`src/rtl/mem_wb_if.sv`:
```
// mem_wb_if: upstream, data-memory and writeback signals of the memory/writeback stage
interface mem_wb_if #(
  parameter int DATA_W    = 16,
  parameter int REG_SEL_W = 3
);
  logic                 I_enable;
  logic [DATA_W-1:0]    I_alu_out;
  logic                 I_write_rD;
  logic                 I_write_pc;
  logic [1:0]           I_memory_mode;
  logic [REG_SEL_W-1:0] I_rD_sel;
  logic [DATA_W-1:0]    I_store_data;
  logic                 O_mem_req;
  logic                 O_mem_we;
  logic [DATA_W-1:0]    O_mem_addr;
  logic [DATA_W-1:0]    O_mem_wdata;
  logic                 I_mem_ack;
  logic [DATA_W-1:0]    I_mem_rdata;
  logic                 O_rD_we;
  logic [REG_SEL_W-1:0] O_rD_sel;
  logic [DATA_W-1:0]    O_rD_data;
  logic                 O_pc_we;
  logic [DATA_W-1:0]    O_pc_data;
  logic                 O_busy;
  logic                 O_fault;
  modport master (
    output I_enable, I_alu_out, I_write_rD, I_write_pc, I_memory_mode, I_rD_sel, I_store_data,
    output I_mem_ack, I_mem_rdata,
    input  O_mem_req, O_mem_we, O_mem_addr, O_mem_wdata,
    input  O_rD_we, O_rD_sel, O_rD_data, O_pc_we, O_pc_data, O_busy, O_fault
  );
  modport slave (
    input  I_enable, I_alu_out, I_write_rD, I_write_pc, I_memory_mode, I_rD_sel, I_store_data,
    input  I_mem_ack, I_mem_rdata,
    output O_mem_req, O_mem_we, O_mem_addr, O_mem_wdata,
    output O_rD_we, O_rD_sel, O_rD_data, O_pc_we, O_pc_data, O_busy, O_fault
  );
endinterface

```
`src/rtl/mem_wb_stage.sv`:
```
// mem_wb_stage: memory-access + writeback stage; optional request timeout under MEM_WB_TIMEOUT_EN
module mem_wb_stage #(
  parameter int DATA_W         = 16,
  parameter int REG_SEL_W      = 3,
  parameter int TIMEOUT_CYCLES = 64
) (
  input logic     I_clk,
  input logic     I_reset,
  mem_wb_if.slave bus
);
  typedef enum logic [1:0] {IDLE, MEM, WB} state_t;
  state_t               state_q, state_d;
  logic                 req_q, req_d, we_q, we_d;
  logic [DATA_W-1:0]    addr_q, addr_d, wdata_q, wdata_d;
  logic                 rd_we_q, rd_we_d, pc_we_q, pc_we_d;
  logic [REG_SEL_W-1:0] rd_sel_q, rd_sel_d;
  logic [DATA_W-1:0]    rd_data_q, rd_data_d, pc_data_q, pc_data_d;
  logic                 busy_q, busy_d, fault_q, fault_d;
  logic                 wr_rd_q, wr_rd_d, wr_pc_q, wr_pc_d, is_read_q, is_read_d;
`ifdef MEM_WB_TIMEOUT_EN
  localparam int CNT_W = $clog2(TIMEOUT_CYCLES + 1);
  logic [CNT_W-1:0] cnt_q, cnt_d;
`endif
  wire is_mem_op = (bus.I_memory_mode == 2'd1) || (bus.I_memory_mode == 2'd2);
  // next-state and registered-output computation; pulses default low
  always_comb begin
    state_d   = state_q;
    req_d     = req_q;
    we_d      = we_q;
    addr_d    = addr_q;
    wdata_d   = wdata_q;
    rd_we_d   = 1'b0;
    pc_we_d   = 1'b0;
    rd_sel_d  = rd_sel_q;
    rd_data_d = rd_data_q;
    pc_data_d = pc_data_q;
    fault_d   = fault_q;
    wr_rd_d   = wr_rd_q;
    wr_pc_d   = wr_pc_q;
    is_read_d = is_read_q;
`ifdef MEM_WB_TIMEOUT_EN
    cnt_d     = cnt_q;
`endif
    case (state_q)
      IDLE: if (bus.I_enable) begin
        wr_rd_d   = bus.I_write_rD;
        wr_pc_d   = bus.I_write_pc;
        is_read_d = bus.I_memory_mode == 2'd1;
        rd_sel_d  = bus.I_rD_sel;
        pc_data_d = bus.I_alu_out;
        if (is_mem_op) begin
          state_d = MEM;
          req_d   = 1'b1;
          we_d    = bus.I_memory_mode == 2'd2;
          addr_d  = bus.I_alu_out;
          wdata_d = bus.I_store_data;
`ifdef MEM_WB_TIMEOUT_EN
          cnt_d   = '0;
`endif
        end else begin
          state_d   = WB;
          rd_data_d = bus.I_alu_out;
          rd_we_d   = bus.I_write_rD;
          pc_we_d   = bus.I_write_pc;
        end
      end
      MEM: if (bus.I_mem_ack) begin
        state_d   = WB;
        req_d     = 1'b0;
        rd_data_d = is_read_q ? bus.I_mem_rdata : rd_data_q;
        rd_we_d   = wr_rd_q;
        pc_we_d   = wr_pc_q;
      end
`ifdef MEM_WB_TIMEOUT_EN
      else if (cnt_q == CNT_W'(TIMEOUT_CYCLES - 1)) begin
        state_d = IDLE;
        req_d   = 1'b0;
        fault_d = 1'b1;
      end else cnt_d = cnt_q + 1'b1;
`endif
      default: state_d = IDLE;
    endcase
    busy_d = state_d != IDLE;
  end
  // state and output registers, cleared asynchronously
  always_ff @(posedge I_clk or posedge I_reset) begin
    if (I_reset) begin
      state_q   <= IDLE;
      req_q     <= 1'b0;
      we_q      <= 1'b0;
      addr_q    <= '0;
      wdata_q   <= '0;
      rd_we_q   <= 1'b0;
      pc_we_q   <= 1'b0;
      rd_sel_q  <= '0;
      rd_data_q <= '0;
      pc_data_q <= '0;
      busy_q    <= 1'b0;
      fault_q   <= 1'b0;
      wr_rd_q   <= 1'b0;
      wr_pc_q   <= 1'b0;
      is_read_q <= 1'b0;
`ifdef MEM_WB_TIMEOUT_EN
      cnt_q     <= '0;
`endif
    end else begin
      state_q   <= state_d;
      req_q     <= req_d;
      we_q      <= we_d;
      addr_q    <= addr_d;
      wdata_q   <= wdata_d;
      rd_we_q   <= rd_we_d;
      pc_we_q   <= pc_we_d;
      rd_sel_q  <= rd_sel_d;
      rd_data_q <= rd_data_d;
      pc_data_q <= pc_data_d;
      busy_q    <= busy_d;
      fault_q   <= fault_d;
      wr_rd_q   <= wr_rd_d;
      wr_pc_q   <= wr_pc_d;
      is_read_q <= is_read_d;
`ifdef MEM_WB_TIMEOUT_EN
      cnt_q     <= cnt_d;
`endif
    end
  end
  assign bus.O_mem_req   = req_q;
  assign bus.O_mem_we    = we_q;
  assign bus.O_mem_addr  = addr_q;
  assign bus.O_mem_wdata = wdata_q;
  assign bus.O_rD_we     = rd_we_q;
  assign bus.O_rD_sel    = rd_sel_q;
  assign bus.O_rD_data   = rd_data_q;
  assign bus.O_pc_we     = pc_we_q;
  assign bus.O_pc_data   = pc_data_q;
  assign bus.O_busy      = busy_q;
  assign bus.O_fault     = fault_q;
endmodule

```
`src/flat_wrapper.sv`:
```
// flat-port wrapper written by rule: the top's interface ports become plain ports
module mem_wb_stage_flat 
#(
  parameter int DATA_W         = 16,
  parameter int REG_SEL_W      = 3,
  parameter int TIMEOUT_CYCLES = 64
)
  (I_clk, I_reset, bus_I_enable, bus_I_alu_out, bus_I_write_rD, bus_I_write_pc, bus_I_memory_mode, bus_I_rD_sel, bus_I_store_data, bus_I_mem_ack, bus_I_mem_rdata, bus_O_mem_req, bus_O_mem_we, bus_O_mem_addr, bus_O_mem_wdata, bus_O_rD_we, bus_O_rD_sel, bus_O_rD_data, bus_O_pc_we, bus_O_pc_data, bus_O_busy, bus_O_fault);
  mem_wb_if #(.DATA_W(DATA_W), .REG_SEL_W(REG_SEL_W)) bus_i ();
  input logic I_clk;
  input logic I_reset;
  input wire logic [$bits(bus_i.I_enable)-1:0] bus_I_enable;
  input wire logic [$bits(bus_i.I_alu_out)-1:0] bus_I_alu_out;
  input wire logic [$bits(bus_i.I_write_rD)-1:0] bus_I_write_rD;
  input wire logic [$bits(bus_i.I_write_pc)-1:0] bus_I_write_pc;
  input wire logic [$bits(bus_i.I_memory_mode)-1:0] bus_I_memory_mode;
  input wire logic [$bits(bus_i.I_rD_sel)-1:0] bus_I_rD_sel;
  input wire logic [$bits(bus_i.I_store_data)-1:0] bus_I_store_data;
  input wire logic [$bits(bus_i.I_mem_ack)-1:0] bus_I_mem_ack;
  input wire logic [$bits(bus_i.I_mem_rdata)-1:0] bus_I_mem_rdata;
  output wire logic [$bits(bus_i.O_mem_req)-1:0] bus_O_mem_req;
  output wire logic [$bits(bus_i.O_mem_we)-1:0] bus_O_mem_we;
  output wire logic [$bits(bus_i.O_mem_addr)-1:0] bus_O_mem_addr;
  output wire logic [$bits(bus_i.O_mem_wdata)-1:0] bus_O_mem_wdata;
  output wire logic [$bits(bus_i.O_rD_we)-1:0] bus_O_rD_we;
  output wire logic [$bits(bus_i.O_rD_sel)-1:0] bus_O_rD_sel;
  output wire logic [$bits(bus_i.O_rD_data)-1:0] bus_O_rD_data;
  output wire logic [$bits(bus_i.O_pc_we)-1:0] bus_O_pc_we;
  output wire logic [$bits(bus_i.O_pc_data)-1:0] bus_O_pc_data;
  output wire logic [$bits(bus_i.O_busy)-1:0] bus_O_busy;
  output wire logic [$bits(bus_i.O_fault)-1:0] bus_O_fault;
  assign bus_i.I_enable = bus_I_enable;
  assign bus_i.I_alu_out = bus_I_alu_out;
  assign bus_i.I_write_rD = bus_I_write_rD;
  assign bus_i.I_write_pc = bus_I_write_pc;
  assign bus_i.I_memory_mode = bus_I_memory_mode;
  assign bus_i.I_rD_sel = bus_I_rD_sel;
  assign bus_i.I_store_data = bus_I_store_data;
  assign bus_i.I_mem_ack = bus_I_mem_ack;
  assign bus_i.I_mem_rdata = bus_I_mem_rdata;
  assign bus_O_mem_req = bus_i.O_mem_req;
  assign bus_O_mem_we = bus_i.O_mem_we;
  assign bus_O_mem_addr = bus_i.O_mem_addr;
  assign bus_O_mem_wdata = bus_i.O_mem_wdata;
  assign bus_O_rD_we = bus_i.O_rD_we;
  assign bus_O_rD_sel = bus_i.O_rD_sel;
  assign bus_O_rD_data = bus_i.O_rD_data;
  assign bus_O_pc_we = bus_i.O_pc_we;
  assign bus_O_pc_data = bus_i.O_pc_data;
  assign bus_O_busy = bus_i.O_busy;
  assign bus_O_fault = bus_i.O_fault;
  mem_wb_stage #(.DATA_W(DATA_W), .REG_SEL_W(REG_SEL_W), .TIMEOUT_CYCLES(TIMEOUT_CYCLES)) u_core (.I_clk(I_clk), .I_reset(I_reset), .bus(bus_i));
endmodule
```
`config.mk`:
```
export PLATFORM = sky130hd
export DESIGN_NAME = mem_wb_stage_flat
export DESIGN_NICKNAME = d
export VERILOG_FILES = /design/src/rtl/mem_wb_if.sv /design/src/rtl/mem_wb_stage.sv /design/src/flat_wrapper.sv
export SDC_FILE = /design/constraint.sdc
export NUM_CORES = 1
export LEC_CHECK = 0
export BUFFER_PORTS_ARGS = -buffer_cell sky130_fd_sc_hd__buf_2
export CORE_MARGIN = 2
export CORE_UTILIZATION = 43
export DETAILED_ROUTE_END_ITERATION = 10
export PLACE_DENSITY_LB_ADDON = 0.05
export RECOVER_POWER = 50
export SYNTH_ARGS = -nofsm -noshare
export SYNTH_HDL_FRONTEND = slang
export SYNTH_SLANG_ARGS = --single-unit
```
`constraint.sdc`:
```
create_clock -name I_clk -period 2 [get_ports I_clk]
set_input_delay 0.2 -clock I_clk [delete_from_list [all_inputs] [get_ports I_clk]]
set_output_delay 0.2 -clock I_clk [all_outputs]
set_load 0.01 [all_outputs]
```
==> results.ini, run 1 <==
[setup_path]
cp_max_fo = 10
worstSetupEndpointType = register
reg2reg_from = u_core.state_q[1]
reg2reg_depth = 4
rrSetupSlack_ps = 270
cpPeakStageDelay_ps = 440
startpoint_type = register
cp_cell_sequence = nor3b_4 -> a32o_1 -> buf_12 -> mux2_1
cpLargestDelayFamily = flip-flops
r2r-end = u_core.bus.O_rD_data[15]
criticalPathCategory = register to register
startpoint = u_core.state_q[1]
critPathBufInv = 1
cp.arrival_ps = 1950
required_ps = 2220
cpMaxStageDelayCell = dfrtp_1

[clock_tree]
cts_made_buffers = 9
root_buffer = clkbuf_8
clkTransAtPathRegs_ps = 80
htree_num_levels = 3
clkSinkCount = 77
cts_tree = built
clk_latency_ps = 340
cts_buffer_depth = 2
postCtsSetupBuffers = 0

[global_route]
grt-ovfl-total = 0
met1_usage_pct = 21.91
grt_max_degree = 32
busiest_layer = met2
grt_pass1_wl_mm = 10.76
grt_util_all_layers_pct = 16.81
antenna_found_initial = 0
use_met3_pct = 5.113
grt_pass1_vias = 2186
grt_use_met2_pct = 26.77

[synthesis]
synth_fp_nets = 258
synth_compound_area_share_pct = 1.417
synth_mux_area_share_pct = 31.64
ys_seq_elements = 77
synth_top_family_by_area = multiplexers
yosys-top-cells-area = dfrtp_1, mux2_2, mux2_1, mux2_4, buf_6
yosys.area.top_type_share_pct = 60.61
synth_area_sq_um = 3179
synth_area_per_cell_sq_um = 16.14
synthSimpleGateAreaFrac_pct = 2.007
synth_cell_type_count = 18
ys_warn_count = 0
synthXorXnorAreaFrac_pct = 0
ys_seq_area_share_pct = 60.61
synth_largest_area_cell = dfrtp_1
syn_inst = 197
synth_fa_ha_area_share_pct = 0.7871

[die]
ios = 132
start_util_pct = 44.07
rows = 31
die-area_sq_um = 8097
fp.dieH_um = 89.99
die_x_um = 89.99
core_sq_um = 7214

[timing]
max_freq_mhz = 578.9
fin_tns_setup_ps = 0
report.final.slew_viol_count = 0
setup_viol = 0
period_needed_ps = 1727
rsz0062_at_grt = no
relSlewSlack_pct = 49.48
post-route-period-util_pct = 86.37
fin_skew_ps = 5.413
worst_slack_ps = 272.6
tightest_slew_ps = 753.6
hold_viol = 0

[route]
drtIter0Drc = 38
firstDrtPassIters = 4
vias = 2083
wl_per_cell_um = 14.62
via_per_inst = 4.713
drtAntennaViolNets = 0
drc = 0
drt-total-wl_mm = 6.463

[cells_and_area]
seqCellArea_sq_um = 1927
n_antenna_cell = 0
syn_to_final_growth_pct = 31.44
drive_gt1_share_pct = 52.19
final_cell_mix = buf_2, dfrtp_1, mux2_2
postLayoutCellArea_sq_um = 4179
fill_cells = 624
multi_input_area_sq_um = 1147
layout.nets = 399
final_common_cell = buf_2

[power]
p_per_area_nw_per_um2 = 1406
ir_drop_mv = 0.7407
p_leak_nw = 1.961

[hold_path]
whs_endpoint = u_core.bus.O_mem_wdata[10]
min_path_type = input pin to register
min_from = bus_I_store_data[10]
min_path_cells = 2

[outcome]
status = finished clean

[run]
max_cap_viol_count = 0

[placed_design]
place_ws_ps = 209.5
dp_hpwl_mm = 4.679
post_dp_cell_area_sq_um = 3980
place.gp.congestion = 0.7433
port_buffers = 130

[per-stage QoR]
step	hold slack, ps	power [mW]	std cells	util (%)
2_1_floorplan	329.9	3.717	197	-
3_3_place_gp	211.6	4.585	425	55.17
3_5_place_dp	208.4	4.622	425	55.17
4_1_cts	54.45	6.042	442	58.64
5_1_grt	61.45	6.244	442	57.93
6_report	74.74	5.878	442	57.93
[cell families after synthesis]
kind of cell	Yosys count
other cells	1
simple gates	10
flops	77
fa+ha+maj	2
buf+inv	15
compound gates	5
mux	87
[layer usage]
layer	share of wire (%)	vias up
met5	0	-
met2	47	74
met1	45	1023
li1	-	978
met4	1.2	0
met3	6.7	8
[synthesized netlist by cell type]
cell	instances
a21o_1	2
a32o_1	3
and2_1	1
and2b_1	1
buf_2	3
buf_4	3
buf_6	5
conb_1	1
dfrtp_1	77
ha_1	2
inv_1	4
mux2_1	31
mux2_2	49
mux2_4	7
nand2_1	3
nor2_1	2
nor2b_1	2
nor3b_4	1
[cell type report]
class | instances | share of cell area (%)
clock buffers | 12 | 3.473
clock inverters | 4 | 2.275
inverters | 4 | 0.3892
multi-input cells | 105 | 27.46
flip-flops and latches | 77 | 46.11
well taps | 99 | 2.964
repair buffers | 141 | 17.34
[worst max-delay path by stage]
stage,end,slack (ps),cells after the start
after global placement,u_core.bus.O_rD_data[7],250,6
after global routing,u_core.bus.O_rD_data[15],180,4
after CTS,u_core.bus.O_rD_data[6],240,4
after floorplan,u_core.bus.O_rD_data[15],350,5
after detailed placement,u_core.bus.O_rD_data[6],210,6
final,u_core.bus.O_rD_data[15],270,4
[power breakdown]
group,total (mW),internal (mW),switching [mW]
sequential,2.53,2.21,0.319
clock,1.39,0.863,0.532
combinational,1.95,1.01,0.941
total,5.88,4.09,1.79
[sequential cells by signal (all words and copies together), names as in the netlist, 2 cells and up]
name / count
u_core.bus.O_mem_addr: 16
u_core.bus.O_mem_wdata: 16
u_core.bus.O_pc_data: 16
u_core.bus.O_rD_data: 16
u_core.bus.O_rD_sel: 3
u_core.state_q: 2
[what timing repair did]
item                                   in CTS  in global routing
gates resized for setup                     0                  0
hold buffers                                1                  0
endpoints found under the hold margin      14                  0
[worst reg2reg max path, delay by kind of cell, from the launching register on]
family	cells	cell delay [ps]
flops	1	440
compound gates	1	410
mux	1	330
simple gates	1	220
buf+inv	1	200
Power figures use the tool's default switching activity.
==> inputs of run 2 (changes only) <==
--- a/config.mk
+++ b/config.mk
@@ -5,6 +5,7 @@
 export SDC_FILE = /design/constraint.sdc
 export NUM_CORES = 1
 export LEC_CHECK = 0
+export ABC_AREA = 1
 export BUFFER_PORTS_ARGS = -buffer_cell sky130_fd_sc_hd__buf_2
 export CORE_MARGIN = 2
 export CORE_UTILIZATION = 43
==> results.ini, run 2 <==
[synthesis]
synth_edf_count = 0
ys_seq_elements = 77
synth_fp_nets = 432
yosys-top-cells-area = dfrtp_1, nand2_1, nand3_1, o21ai_0, inv_1
synth_common_cells = nand2_1, dfrtp_1, nand3_1, o21ai_0, inv_1
yosys.area.top_type_share_pct = 59.85
synth_flop_cell = dfrtp_1
synth_largest_area_cell = dfrtp_1
synth_cell_type_count = 19
ys_seq_area_share_pct = 59.85
yosysMostFrequentCell = nand2_1
syn_inst = 371
synth_area_per_cell_sq_um = 8.677
ys_warn_count = 0
synth_async_sr_flop_share_pct = 100.0
synth_area_sq_um = 3219

[clock_tree]
clkTransAtPathRegs_ps = 70
cts_made_buffers = 9
postCtsSetupBuffers = 0
root_buffer = clkbuf_8
clk_latency_ps = 340
cts_tree = built
cts-resized-gates = 0
cts_hold_buffers = 1
clkSinkCount = 77
cts_buffer_depth = 2
htree_num_levels = 3

[timing]
hold_viol = 0
setup_viol = 0
period_needed_ps = 1628
fin_skew_ps = 10.52
report.final.slew_viol_count = 0
fin_tns_setup_ps = 0
holdWs_ps = 57.40
tightest_slew_ps = 1022
max_freq_mhz = 614.3
rsz0062_at_grt = no
post-route-period-util_pct = 81.39
relSlewSlack_pct = 31.86

[setup_path]
startpoint_type = register
cp_max_fo = 19
worstSetupEndpointType = register
required_ps = 2230
criticalPathCategory = register to register
cp.arrival_ps = 1860

[global_route]
grt_util_all_layers_pct = 19.96
grt_pass1_vias = 2633
grt_pass1_wl_mm = 13.11
grt-ovfl-total = 0
grt_max_degree = 78
antenna_found_initial = 0

[placed_design]
place.gp.congestion = 0.7579
dp_cells = 588
port_buffers = 130
dp_hpwl_mm = 5.408
post_dp_cell_area_sq_um = 3956

[cells_and_area]
n_antenna_cell = 0
fill_cells = 735
postLayoutCellArea_sq_um = 4074
syn_to_final_growth_pct = 26.54
instances_no_fill = 604
final_common_cell = nand2_1
drive_gt1_share_pct = 24.95
layout.nets = 562
final_cell_mix = nand2_1, buf_2, dfrtp_1

[run]
max_cap_viol_count = 0

[route]
drc = 0
vias = 2818
drt-total-wl_mm = 7.823
drtIter0Drc = 98
firstDrtPassIters = 4
via_per_inst = 4.666
drtAntennaViolNets = 0
wl_per_cell_um = 12.95

[power]
p_leak_nw = 2.284
p_per_area_nw_per_um2 = 1320
ir_drop_mv = 0.5476

[die]
die-area_sq_um = 8195
die_x_um = 90.53
ios = 132
core_sq_um = 7253
fp.dieH_um = 90.53
start_util_pct = 44.39
rows = 31

[outcome]
status = finished clean

[hold_path]
min_path_type = input pin to register

run 2: changes by cell type in the layout (fill, tap and decap cells not counted), moves of 4 or more:
cell,change
inv_1,+20
mux2_1,-31
nand3_1,+34
mux2_4,-7
nand2_2,+4
nand2_1,+163
o21ai_1,+9
o21ai_0,+26
mux2_2,-49
run 2: cells by family after synthesis:
| logic type | after synthesis | synth area share (%) |
|---|---|---|
| AND/OR/NAND/NOR | 208 | 26.86 |
| flip-flops | 77 | 59.85 |
| buffers and inverters | 45 | 6.335 |
| AO/OA/AOI/OAI | 38 | 6.063 |
| adder cells (fa/ha/maj) | 2 | 0.7772 |
| other | 1 | 0.1165 |
run 2: power by group:
group	leakage (nW)	switching, mW	internal [mW]	total, mW
clock	0.0812	0.539	0.473	1.01
sequential	0.958	0.342	2.16	2.50
combinational	1.24	1.17	0.696	1.86
total	2.28	2.05	3.33	5.38
run 2: metrics by stage:
stage	worst slack [ps]	utilization, %	total power [mW]
floorplan	756.9	-	3.612
global placement	424.5	54.55	4.461
detailed placement	402.7	54.55	4.493
CTS	386.2	56.98	5.518
global route	185.5	56.17	5.805
finish	372.3	56.17	5.378
run 2: cell type report:
class                   count  area (sq um)  share of cell area [%]
clock buffers              11         141.4                   3.471
well taps                  99         123.9                   3.041
inverters                  26         101.3                   2.488
repair buffers            138         669.4                   16.43
flip-flops and latches     77          1927                   47.30
multi-input cells         249          1086                   26.66
clock inverters             4         25.02                  0.6143
run 2: worst paths after layout:
check / startpoint / slack (ps) / to / depth (start not counted)
setup / recovery: u_core.state_q[0] / 370 / u_core.bus.O_rD_data[15] / 7
hold / removal: bus_I_rD_sel[2] / 60 / u_core.bus.O_rD_sel[2] / 3
setup reg to reg: u_core.state_q[0] / 370 / u_core.bus.O_rD_data[15] / 7
hold reg to reg: u_core.bus.O_mem_wdata[3] / 470 / u_core.bus.O_mem_wdata[3] / 2
max in group asynchronous: I_reset / 580 / u_core.bus.O_mem_wdata[5] / 4
min in group asynchronous: I_reset / 780 / u_core.bus.O_pc_we / 4
run 2: per-layer routing:
layer,wire [um],vias to the layer above,track usage (%)
li1,-,1418,-
met3,610,9,5.509
met5,0,-,0
met4,107,0,7.308
met2,3535,94,29.73
met1,3569,1297,28.04
run 2: critical path: stages, from the launching register on:
cell     delay (ps)
dfrtp_1         440
nor2_1          170
nand2_2          90
buf_4           200
nand2_2         210
nand3_4         240
nand2_1         120
nand2_1          50
==> inputs of run 3 (changes only) <==
--- a/config.mk
+++ b/config.mk
@@ -5,10 +5,10 @@
 export SDC_FILE = /design/constraint.sdc
 export NUM_CORES = 1
 export LEC_CHECK = 0
-export ABC_AREA = 1
+export ABC_AREA = 0
 export BUFFER_PORTS_ARGS = -buffer_cell sky130_fd_sc_hd__buf_2
 export CORE_MARGIN = 2
-export CORE_UTILIZATION = 43
+export CORE_UTILIZATION = 45
 export DETAILED_ROUTE_END_ITERATION = 10
 export PLACE_DENSITY_LB_ADDON = 0.05
 export RECOVER_POWER = 50
==> constraint.sdc (replaced) <==
create_clock -name I_clk -period 1.6 [get_ports I_clk]
set_input_delay 0.16 -clock I_clk [delete_from_list [all_inputs] [get_ports I_clk]]
set_output_delay 0.16 -clock I_clk [all_outputs]
set_load 0.01 [all_outputs]
==> results.ini, run 3 (same netlist as run 1, synthesis figures left out) <==
[die]
die-area_sq_um = 7754
rows = 30
start_util_pct = 46.54
fp.dieH_um = 88.06
die_x_um = 88.06
ios = 132
core_sq_um = 6832

[cells_and_area]
syn_to_final_growth_pct = 35.06
n_antenna_cell = 0
drive_gt1_share_pct = 63.95
final_cell_mix = buf_2, dfrtp_1, mux2_2
final_common_cell = buf_2
layout.nets = 400
fill_cells = 564

[timing]
period_needed_ps = 1577
max_freq_mhz = 634.1
setup_viol = 0
tightest_slew_ps = 942.3
hold_viol = 0
relSlewSlack_pct = 37.18
fin_tns_setup_ps = 0
report.final.slew_viol_count = 0
post-route-period-util_pct = 98.56
holdWs_ps = 41.49
fin_skew_ps = 8.524
worst_slack_ps = 22.98
rsz0062_at_grt = yes

[placed_design]
port_buffers = 130
dp_hpwl_mm = 4.588
place.gp.congestion = 0.7205
place_ws_ps = 25.21

[power]
clock_power_share_pct = 22.7
switchingPower_mw = 2.250
ir_drop_mv = 0.7719
p_leak_nw = 2.082
p_per_area_nw_per_um2 = 1776
seq_power_share_pct = 41.6
p_sw_share_pct = 29.51
combPwrFrac_pct = 35.7
power.internal_mw = 5.375

[hold_path]
min_path_type = input pin to register

[clock_tree]
htree_num_levels = 3
clkSinkCount = 77
cts_made_buffers = 9
clkTransAtPathRegs_ps = 70
cts_buffer_depth = 2
clk_latency_ps = 330
postCtsSetupBuffers = 0
root_buffer = clkbuf_8
cts_tree = built

[setup_path]
cp_max_fo = 20
startpoint_type = register
required_ps = 1820
worstSetupEndpointType = register
cp.arrival_ps = 1790
rrSetupSlack_ps = 20
criticalPathCategory = register to register

[global_route]
grt_max_degree = 40
grt-ovfl-total = 0
grt_pass1_vias = 2004
grt_pass1_wl_mm = 9.591
grt_util_all_layers_pct = 16.33
antenna_found_initial = 0

[route]
drtAntennaViolNets = 0
drt-total-wl_mm = 6.362
drc = 0
firstDrtPassIters = 3
via_per_inst = 4.698
wl_per_cell_um = 14.46
drtIter0Drc = 52
vias = 2067

[outcome]
status = finished clean

[run]
max_cap_viol_count = 0

==> run 3: metrics by stage <==
stage	power (mW)	utilization, %	cell area [sq um]	cells
after floorplan	4.800	-	3251	197
after global placement	5.881	59.03	4033	423
after detailed placement	5.920	59.03	4033	423
after CTS	7.692	62.69	4283	440
after global routing	8.085	62.86	4294	440
final	7.624	62.86	4294	440
==> run 3: final cells by class <==
| cell class | count | area, sq um | share of cell area (%) |
|---|---|---|---|
| sequential | 77 | 1928 | 44.90 |
| multi-input combinational | 105 | 1227 | 28.58 |
| timing repair buffer | 142 | 759.5 | 17.69 |
| clock buffer | 12 | 145.1 | 3.380 |
| tap | 96 | 120.1 | 2.797 |
| clock inverter | 4 | 95.09 | 2.214 |
| inverter | 4 | 18.77 | 0.4371 |
==> run 3: worst paths after layout <==
path	start	end	cells after the start
min reg2reg	u_core.bus.O_mem_req	u_core.bus.O_mem_req	1
max reg2reg	u_core.state_q[0]	u_core.bus.O_mem_addr[12]	4
max	u_core.state_q[0]	u_core.bus.O_mem_addr[12]	4
min	bus_I_store_data[5]	u_core.bus.O_mem_wdata[5]	2
max in group asynchronous	I_reset	u_core.state_q[1]	4
min in group asynchronous	I_reset	u_core.bus.O_mem_wdata[14]	4
==> run 3: critical path, cell delays in order (launching register included) <==
cell	delay, ps
dfrtp_1	430
nor3b_4	260
and2b_2	240
buf_12	190
mux2_2	350
==> run 3: power groups by stage <==
stage | Combinational (mW) | Sequential, mW | Clock, mW
after floorplan | 1.23 | 3.57 | 0
after global placement | 2.69 | 3.19 | 0
after detailed placement | 2.72 | 3.20 | 0
after CTS | 2.73 | 3.17 | 1.79
after global routing | 2.94 | 3.28 | 1.87
final | 2.72 | 3.17 | 1.73
==> run 3: what timing repair did <==
item	CTS	global route
endpoints found under the setup margin	0	38
gates resized for setup	0	10
hold endpoints to repair	77	0
hold buffers	1	0
==> run 3: per-layer routing <==
| layer | vias to the layer above | wire length [um] | global-route usage [%] |
|---|---|---|---|
| met5 | - | 0 | 0 |
| met4 | 0 | 70 | 6.198 |
| met1 | 1009 | 2852 | 21.85 |
| met3 | 7 | 445 | 4.524 |
| li1 | 976 | - | - |
| met2 | 75 | 2993 | 25.55 |
